## config.mk

```make
export PLATFORM = sky130hd
export DESIGN_NAME = multiply_sign_restore
export DESIGN_NICKNAME = d
export VERILOG_FILES = /design/src/rtl/mult_pkg.sv /design/src/rtl/chunk_xor_adder.sv /design/src/rtl/multiply_sign_restore.sv
export SDC_FILE = /design/constraint.sdc
export NUM_CORES = 1
export LEC_CHECK = 0
export CAP_MARGIN = 20
export CORE_UTILIZATION = 55
export DETAILED_ROUTE_END_ITERATION = 10
export PLACE_DENSITY = 0.83
export SETUP_SLACK_MARGIN = 0.02
export SLEW_MARGIN = 25
export SYNTH_ARGS = -nofsm -noshare
export SYNTH_HDL_FRONTEND = slang
export SYNTH_SLANG_ARGS = --single-unit
```

## constraint.sdc

```tcl
create_clock -name clk -period 8 [get_ports clk]
set_input_delay 0.8 -clock clk [delete_from_list [all_inputs] [get_ports clk]]
set_output_delay 0.8 -clock clk [all_outputs]
set_load 0.01 [all_outputs]
```

## src/rtl/mult_pkg.sv

```systemverilog
// mult_pkg: shared state encoding and default widths for the signed-multiply back end
package mult_pkg;
  localparam int W_DEF = 16;
  localparam int CHUNK_DEF = 8;
  typedef enum logic [1:0] {IDLE, RUN, DONE} state_t;
endpackage

```

## src/rtl/chunk_xor_adder.sv

```systemverilog
// chunk_xor_adder: combinational CHUNK-bit slice computing (a ^ {CHUNK{mask}}) + ci
//   a    in  CHUNK  slice of the magnitude
//   mask in  1      invert the slice (negative result)
//   ci   in  1      carry in from the previous slice
//   sum  out CHUNK  slice result
//   co   out 1      carry out to the next slice
module chunk_xor_adder #(
  parameter int CHUNK = 8
) (
  input  logic [CHUNK-1:0] a,
  input  logic             mask,
  input  logic             ci,
  output logic [CHUNK-1:0] sum,
  output logic             co
);
  logic [CHUNK:0] c;
  assign c[0] = ci;
  for (genvar g = 0; g < CHUNK; g++) begin : g_fa
    logic x;
    // full adder with the second operand tied to 0
    assign x = a[g] ^ mask;
    assign sum[g] = x ^ c[g];
    assign c[g+1] = x & c[g];
  end
  assign co = c[CHUNK];
endmodule

```

## src/rtl/multiply_sign_restore.sv

```systemverilog
// multiply_sign_restore: rebuilds a signed two's-complement result from magnitude and sign, chunk-serially
//   clk    in  1  rising-edge clock
//   rst_n  in  1  asynchronous reset, active low
//   start  in  1  request, sampled only while idle
//   mag    in  W  unsigned product magnitude, captured with start
//   neg    in  1  result negative, captured with start
//   busy   out 1  operation in flight
//   done   out 1  one-cycle pulse, result/ovf valid
//   result out W  signed result, held until the next done
//   ovf    out 1  result not representable in W-bit signed
module multiply_sign_restore
  import mult_pkg::*;
#(
  parameter int W = W_DEF,
  parameter int CHUNK = CHUNK_DEF
) (
  input  logic         clk,
  input  logic         rst_n,
  input  logic         start,
  input  logic [W-1:0] mag,
  input  logic         neg,
  output logic         busy,
  output logic         done,
  output logic [W-1:0] result,
  output logic         ovf
);
  localparam int NCH = W / CHUNK;
  localparam int IW = (NCH > 1) ? $clog2(NCH) : 1;
  state_t state;
  logic [IW-1:0] idx;
  logic carry, neg_r, co, ovf_c;
  logic [W-1:0] mag_r, acc, next_acc;
  logic [CHUNK-1:0] sum;
  chunk_xor_adder #(.CHUNK(CHUNK)) u_slice (
    .a(mag_r[idx*CHUNK +: CHUNK]),
    .mask(neg_r),
    .ci(carry),
    .sum(sum),
    .co(co)
  );
  always_comb begin
    next_acc = acc;
    next_acc[idx*CHUNK +: CHUNK] = sum;
  end
  // the most negative value 2^(W-1) is representable when negated
  assign ovf_c = neg_r ? (mag_r[W-1] & |mag_r[W-2:0]) : mag_r[W-1];
  always_ff @(posedge clk or negedge rst_n) begin
    if (!rst_n) begin
      state <= IDLE;
      idx <= '0;
      carry <= 1'b0;
      neg_r <= 1'b0;
      mag_r <= '0;
      acc <= '0;
      busy <= 1'b0;
      done <= 1'b0;
      result <= '0;
      ovf <= 1'b0;
    end else begin
      done <= 1'b0;
      case (state)
        IDLE: if (start) begin
          mag_r <= mag;
          neg_r <= neg;
          carry <= neg;
          idx <= '0;
          busy <= 1'b1;
          state <= RUN;
        end
        RUN: begin
          acc <= next_acc;
          carry <= co;
          idx <= idx + IW'(1);
          if (idx == IW'(NCH - 1)) begin
            result <= next_acc;
            ovf <= ovf_c;
            busy <= 1'b0;
            done <= 1'b1;
            state <= DONE;
          end
        end
        default: state <= IDLE;
      endcase
    end
  end
endmodule

```

==> flow_summary.json, run 1 <==
{
  "status": "finished clean",
  "maxSlewHeadroom_pct": 46.5,
  "floorplan.die.width_um": 65.2,
  "worst_ir_drop_vdd_v": 0.000195,
  "crit_arrival_ns": 3.20,
  "cts_resized": 0,
  "grt_pass1_vias": 1323,
  "tritoncts": "yes",
  "fin_crit_sh_pct": 37.6,
  "ctsLongestPathBuffers": 2,
  "antenna_cells_inserted": 0,
  "rsz_0062_raised_after_global_routing": "no",
  "detail_route.wirelength_um": 3610,
  "dominant_combinational_cell_family_by_area_after_synthesis": "multiplexers",
  "layout.cells.most_common": "dfrtp_1",
  "max_cap_violations": 0,
  "min_to": "busy$_DFFE_PN0P_",
  "hold_start": "busy$_DFFE_PN0P_",
  "dominantRegCellSynth": "dfrtp_1",
  "initial_core_utilization_pct": 58.7,
  "ws_path_type": "flop to flop",
  "antenna_violations_before_repair": 0,
  "report.final.slew_viol_count": 0,
  "hold_violations": 0,
  "portBuffers": 38,
  "crit_path_cells": "mux2i_1 > xnor2_1 > ha_1 > ha_1 > ha_1 > ha_1 > ha_1 > ha_1 > ha_1 > ha_1 > mux2_2",
  "grt_pass1_wl_um": 6310,
  "post-route-min-period_ns": 3.01,
  "die_area_um2": 4250,
  "r2r_cells": 11,
  "dr.first_iter.drc_count": 51,
  "worst_pin_slew_ns": 0.799,
  "count_of_pins_on_the_block_boundary": 39,
  "ratio_of_total_power_to_cell_area_nw_per_um2": 447,
  "cp_common_cell": "ha_1",
  "setup-tns-final_ns": 0,
  "hold_class": "flop to flop",
  "synth_nets": 171,
  "synth_cell_types": 24,
  "largest_net_degree_at_the_start_of_global_routing": 49,
  "synth_area_in_xor_xnor_pct": 3.19,
  "grt-ovfl-total": 0,
  "cts_bufs_inserted": 5,
  "post_synth_inst_count": 143,
  "synthSimpleGateAreaFrac_pct": 3.98,
  "p_int_mw": 0.806,
  "ys_ff_latch": 48,
  "vias_per_cell": 5.35,
  "synth-warning-count": 0,
  "synth-edff-count": 0,
  "p_comb_share_pct": 46.1,
  "cts_num_sinks": 48,
  "timing.rr.end": "acc[7]$_DFFE_PN0P_",
  "fmax_mhz": 332,
  "synth_fa_ha_area_share_pct": 4.55,
  "detail_route.drc_violations": 0,
  "rows": 22,
  "synth_async_sr_flop_share_pct": 100,
  "min_path_cells": 1,
  "critical_path_end_type": "flop",
  "setup.worst_path.start": "idx$_DFFE_PN0P_",
  "drt.antenna.violating_nets": 0,
  "critPathRequiredTime_ns": 8.19,
  "syn_to_final_growth_pct": 20.9,
  "fraction_of_synthesized_area_in_multiplexers_pct": 26.2,
  "post-route-util_pct": 71.0,
  "gr-usage-all-layers_pct": 20.0,
  "crit_fanout": 11,
  "r2r_setup_slk_ns": 4.99,
  "core_region_area_um2": 3740,
  "nets_final": 210,
  "ctsRootBufferMaster": "clkbuf_8",
  "post-dp-hpwl_um": 2620,
  "globalplace.congestion": 0.749,
  "wire_per_inst_um": 15.6,
  "detailedRoute.firstPassIterationCount": 4,
  "p_seq_share_pct": 39.5,
  "total_switching_power_mw": 0.381,
  "finClkSkew_ns": 0.00657,
  "vias": 1235,
  "synth_compound_area_share_pct": 2.16,
  "worst_path_largest_cell_delay_ns": 0.66,
  "netlist_area_um2": 2200,
  "power.clock.fraction_pct": 14.3,
  "report.final.setup_viol": 0,
  "die_height_um": 65.2,
  "cp_slowest_cell": "dfrtp_1",
  "regToRegStartpoint": "idx$_DFFE_PN0P_",
  "p_sw_share_pct": 32.1,
  "nature_of_the_critical_path_startpoint": "flop",
  "layout.cells.most_common_list": "dfrtp_1 (48), clkdlybuf4s50_1 (37), mux2_2 (32)",
  "clkLatencyLatePin_ns": 0.30,
  "worst_setup_hold_path_clk_slew_ns": 0.09,
  "postSynthAreaPerCell_um2": 15.4,
  "hold_buffers": 0,
  "htree_num_levels": 2,
  "buffers_inserted_during_post_cts_setup_optimization": 0,
  "synth-seq-area-share_pct": 54.6,
  "layout-drive-gt1-share_pct": 30.6,
  "total_leakage_power_nw": 1.19
}
==> state kept, by name, indices dropped and copies added (netlist names) <==
| signal | flops |
|---|---|
| neg_r | 1 |
| carry | 1 |
| result | 16 |
| idx | 1 |
| acc | 8 |
| ovf | 1 |
| state | 2 |
| mag_r | 16 |
| done | 1 |
| busy | 1 |
==> worst max-delay path by stage <==
stage                             endpoint  slack, ns
global placement    result[15]$_DFFE_PN0P_       5.12
floorplan           result[15]$_DFFE_PN0P_       5.34
global route            acc[7]$_DFFE_PN0P_       4.80
CTS                     acc[7]$_DFFE_PN0P_       4.99
finish                  acc[7]$_DFFE_PN0P_       4.99
detailed placement      acc[7]$_DFFE_PN0P_       4.99
==> area by class of cell <==
class	count	area, um^2
clock buffer	6	72.6
sequential	48	1200
fill	277	1080
multi-input combinational	84	886
tap	48	60.1
inverter	3	11.3
clock inverter	2	35.0
timing repair buffer	40	393
==> synth_stat cells (2+ instances only) <==
library cell | n | area share [%]
dfrtp_1 | 48 | 55
mux2_2 | 32 | 16
mux2_4 | 9 | 6.1
ha_1 | 8 | 4.6
mux2i_1 | 8 | 3.6
xnor2_1 | 8 | 3.2
buf_12 | 3 | 2.7
buf_4 | 3 | 1.0
inv_1 | 3 | 0.51
nor4_1 | 3 | 0.85
a31oi_1 | 2 | 0.57
and2_1 | 2 | 0.57
buf_6 | 2 | 1.0
o21ai_0 | 2 | 0.46
==> per-layer routing <==
metal / share of wire, % / up-vias / GRT usage [%]
met5: 0 / - / 0
met3: 3.8 / 5 / 6.42
li1: - / 586 / -
met1: 46 / 618 / 26.9
met4: 0.83 / 0 / 4.89
met2: 49 / 26 / 31.4
==> logic make-up (layout without fill, tap and decap cells) <==
| kind of cell | count (synthesis) | count (layout) |
|---|---|---|
| and+or+nand+nor | 12 | 12 |
| AOI/OAI and AO/OA | 7 | 7 |
| adders and majority gates | 8 | 8 |
| DFF | 48 | 48 |
| buffers and inverters | 11 | 51 |
| muxes | 49 | 49 |
| xor gates and xnor gates | 8 | 8 |
==> worst max-delay path: cells and delay by family (launching register included) <==
family | cells | cell delay [ns]
xor+xnor | 1 | 0.09
fa+ha+maj | 8 | 1.59
flops | 1 | 0.66
mux | 2 | 0.56
==> metrics by stage <==
step | area, um^2 | power, mW | std cells | setup WS (ns) | hold slack [ns]
floorplan | 2200 | 0.861 | 143 | 5.34 | 0.477
global placement | 2550 | 1.01 | 223 | 5.12 | 0.471
detailed placement | 2550 | 1.03 | 223 | 4.99 | 0.475
CTS | 2660 | 1.20 | 231 | 4.99 | 0.498
global route | 2660 | 1.27 | 231 | 4.80 | 0.522
finish | 2660 | 1.19 | 231 | 4.99 | 0.493
==> power groups by stage <==
| stage | logic [mW] | clock network, mW | registers [mW] |
|---|---|---|---|
| CTS | 0.555 | 0.172 | 0.471 |
| detailed placement | 0.551 | 0 | 0.476 |
| global placement | 0.543 | 0 | 0.467 |
| floorplan | 0.406 | 0 | 0.455 |
| global route | 0.596 | 0.183 | 0.489 |
| finish | 0.548 | 0.170 | 0.470 |
Power figures use the tool's default switching activity.
==> inputs of run 2 (changes only) <==
Settings changed: CORE_UTILIZATION 55 to 51, PLACE_DENSITY 0.83 to 0.78.
Clock period 8 ns to 3 ns, I/O delays scaled along.
==> run 2 against run 1 <==
Against the previous run: wire length is 8.2% higher; highest routed layer unchanged; first-iteration DRC count is 35% higher; flip-flop and latch count stayed put; via count is 1.8% higher; utilization is 5.8 points lower; global-route usage is 0.11 points higher; clock power is 110% higher; sequential share of layout area is 0.21 points higher.
==> flow_summary.json, run 2 (synthesis results as in run 1) <==
{
  "post-route-min-period_ns": 2.78,
  "grt-ovfl-total": 0,
  "drt.antenna.violating_nets": 0,
  "hold_buffers": 0,
  "timing.rr.end": "result[15]$_DFFE_PN0P_",
  "setup.worst_path.start": "idx$_DFFE_PN0P_",
  "p_seq_share_pct": 39.2,
  "htree_num_levels": 2,
  "fin_crit_sh_pct": 92.7,
  "floorplan.die.width_um": 67.7,
  "layout.cells.most_common_list": "dfrtp_1 (48), clkdlybuf4s50_1 (37), mux2_2 (32)",
  "total_switching_power_mw": 1.02,
  "critical_path_end_type": "flop",
  "max_cap_violations": 0,
  "vias_per_cell": 5.37,
  "hold_class": "input port to asynchronous set/reset pin",
  "syn_to_final_growth_pct": 20.4,
  "ctsRootBufferMaster": "clkbuf_8",
  "setup-tns-final_ns": 0,
  "worst_setup_hold_path_clk_slew_ns": 0.08,
  "detail_route.wirelength_um": 3910,
  "r2r_setup_slk_ns": 0.22,
  "worst_pin_slew_ns": 0.736,
  "top_flop_regs": "mag_r: 16 flops, result: 16 flops, acc: 8 flops",
  "globalplace.congestion": 0.732,
  "p_sw_share_pct": 32.9,
  "layout-drive-gt1-share_pct": 31.0,
  "status": "finished clean",
  "antenna_violations_before_repair": 0,
  "gr-usage-all-layers_pct": 20.1,
  "cts_num_sinks": 48,
  "antenna_cells_inserted": 0,
  "grt_pass1_vias": 1339,
  "cts_resized": 0,
  "cts_bufs_inserted": 5,
  "initial_core_utilization_pct": 54.2,
  "regToRegStartpoint": "idx$_DFFE_PN0P_",
  "portBuffers": 38,
  "post-dp-hpwl_um": 2940,
  "hold_slack_ns": 0.00577,
  "detailedRoute.firstPassIterationCount": 4,
  "dr.first_iter.drc_count": 69,
  "detail_route.drc_violations": 0,
  "hold_violations": 0,
  "die_height_um": 67.7,
  "layout.cells.most_common": "dfrtp_1",
  "die_area_um2": 4580,
  "grt_pass1_wl_um": 6490,
  "core_region_area_um2": 4060,
  "tritoncts": "yes",
  "crit_fanout": 6,
  "wire_per_inst_um": 16.7,
  "fmax_mhz": 360,
  "r2r_cells": 11,
  "p_int_mw": 2.08,
  "crit_arrival_ns": 2.95,
  "maxSlewHeadroom_pct": 50.7,
  "p_comb_share_pct": 49.6,
  "count_of_pins_on_the_block_boundary": 39,
  "finClkSkew_ns": 0.00650,
  "nature_of_the_critical_path_startpoint": "flop",
  "nets_final": 212,
  "rsz_0062_raised_after_global_routing": "no",
  "vias": 1257,
  "buffers_inserted_during_post_cts_setup_optimization": 0,
  "largest_net_degree_at_the_start_of_global_routing": 49,
  "ratio_of_total_power_to_cell_area_nw_per_um2": 1170,
  "rows": 23,
  "power.clock.fraction_pct": 11.3,
  "critPathRequiredTime_ns": 3.17,
  "clkLatencyLatePin_ns": 0.29,
  "report.final.slew_viol_count": 0,
  "total_leakage_power_nw": 1.18,
  "ctsLongestPathBuffers": 2,
  "report.final.setup_viol": 0,
  "ws_path_type": "flop to flop",
  "worst_ir_drop_vdd_v": 0.000544
}
-- run 2: changes by cell type in the layout (fill, tap and decap cells not counted) --
cell       before  now
buf_4           3    5
bufinv_16       1    0
-- run 2: power by group through the flow --
stage                     sequential (mW)  clock [mW]  combinational, mW
after floorplan                      1.21           0               1.08
after global routing                 1.26       0.391               1.69
after global placement               1.21           0               1.50
after detailed placement             1.23           0               1.56
final                                1.22       0.349               1.54
after CTS                            1.22       0.364               1.57
-- run 2: metal layers --
layer | vias to the layer above | global-route usage, % | share of wire (%)
met2 | 30 | 34.2 | 53
met3 | 7 | 4.39 | 4.2
met4 | 0 | 9.31 | 1.8
li1 | 585 | - | -
met5 | - | 0 | 0
met1 | 635 | 24.1 | 41
-- run 2: area by class of cell --
class | instances | area [um^2]
clock inverter | 1 | 5.00
inverter | 3 | 11.3
timing repair buffer | 42 | 408
fill | 304 | 1410
clock buffer | 6 | 72.6
multi-input combinational | 84 | 886
tap | 50 | 62.6
sequential | 48 | 1200
-- run 2: metrics by stage --
step	setup slack (ns)	instances	power, mW	util (%)	cell area, um^2
after floorplan	0.339	143	2.30	-	2200
after global placement	0.331	227	2.71	63.2	2570
after detailed placement	0.239	227	2.79	63.2	2570
after CTS	0.218	234	3.15	65.2	2640
after global routing	0.0971	234	3.34	65.2	2650
final	0.220	234	3.10	65.2	2650
-- run 2: worst max-delay path, cell delays in order, from the launching register on --
cell	delay, ns
dfrtp_1	0.48
mux2i_1	0.26
xnor2_1	0.09
ha_1	0.19
ha_1	0.21
ha_1	0.19
ha_1	0.18
ha_1	0.18
ha_1	0.18
ha_1	0.17
ha_1	0.28
mux2_4	0.27
-- run 2: how the worst max path moves through the flow --
| stage | to | slack [ns] |
|---|---|---|
| floorplan | result[15]$_DFFE_PN0P_ | 0.34 |
| global placement | result[15]$_DFFE_PN0P_ | 0.33 |
| detailed placement | result[15]$_DFFE_PN0P_ | 0.24 |
| CTS | result[15]$_DFFE_PN0P_ | 0.22 |
| global route | result[15]$_DFFE_PN0P_ | 0.1 |
| finish | result[15]$_DFFE_PN0P_ | 0.22 |
==> inputs of run 3 (changes only) <==
Settings changed: CTS_CLUSTER_SIZE set to 25.
==> results of run 3 <==
Same layout as run 2: the final DEF is identical, and so are final timing and power.
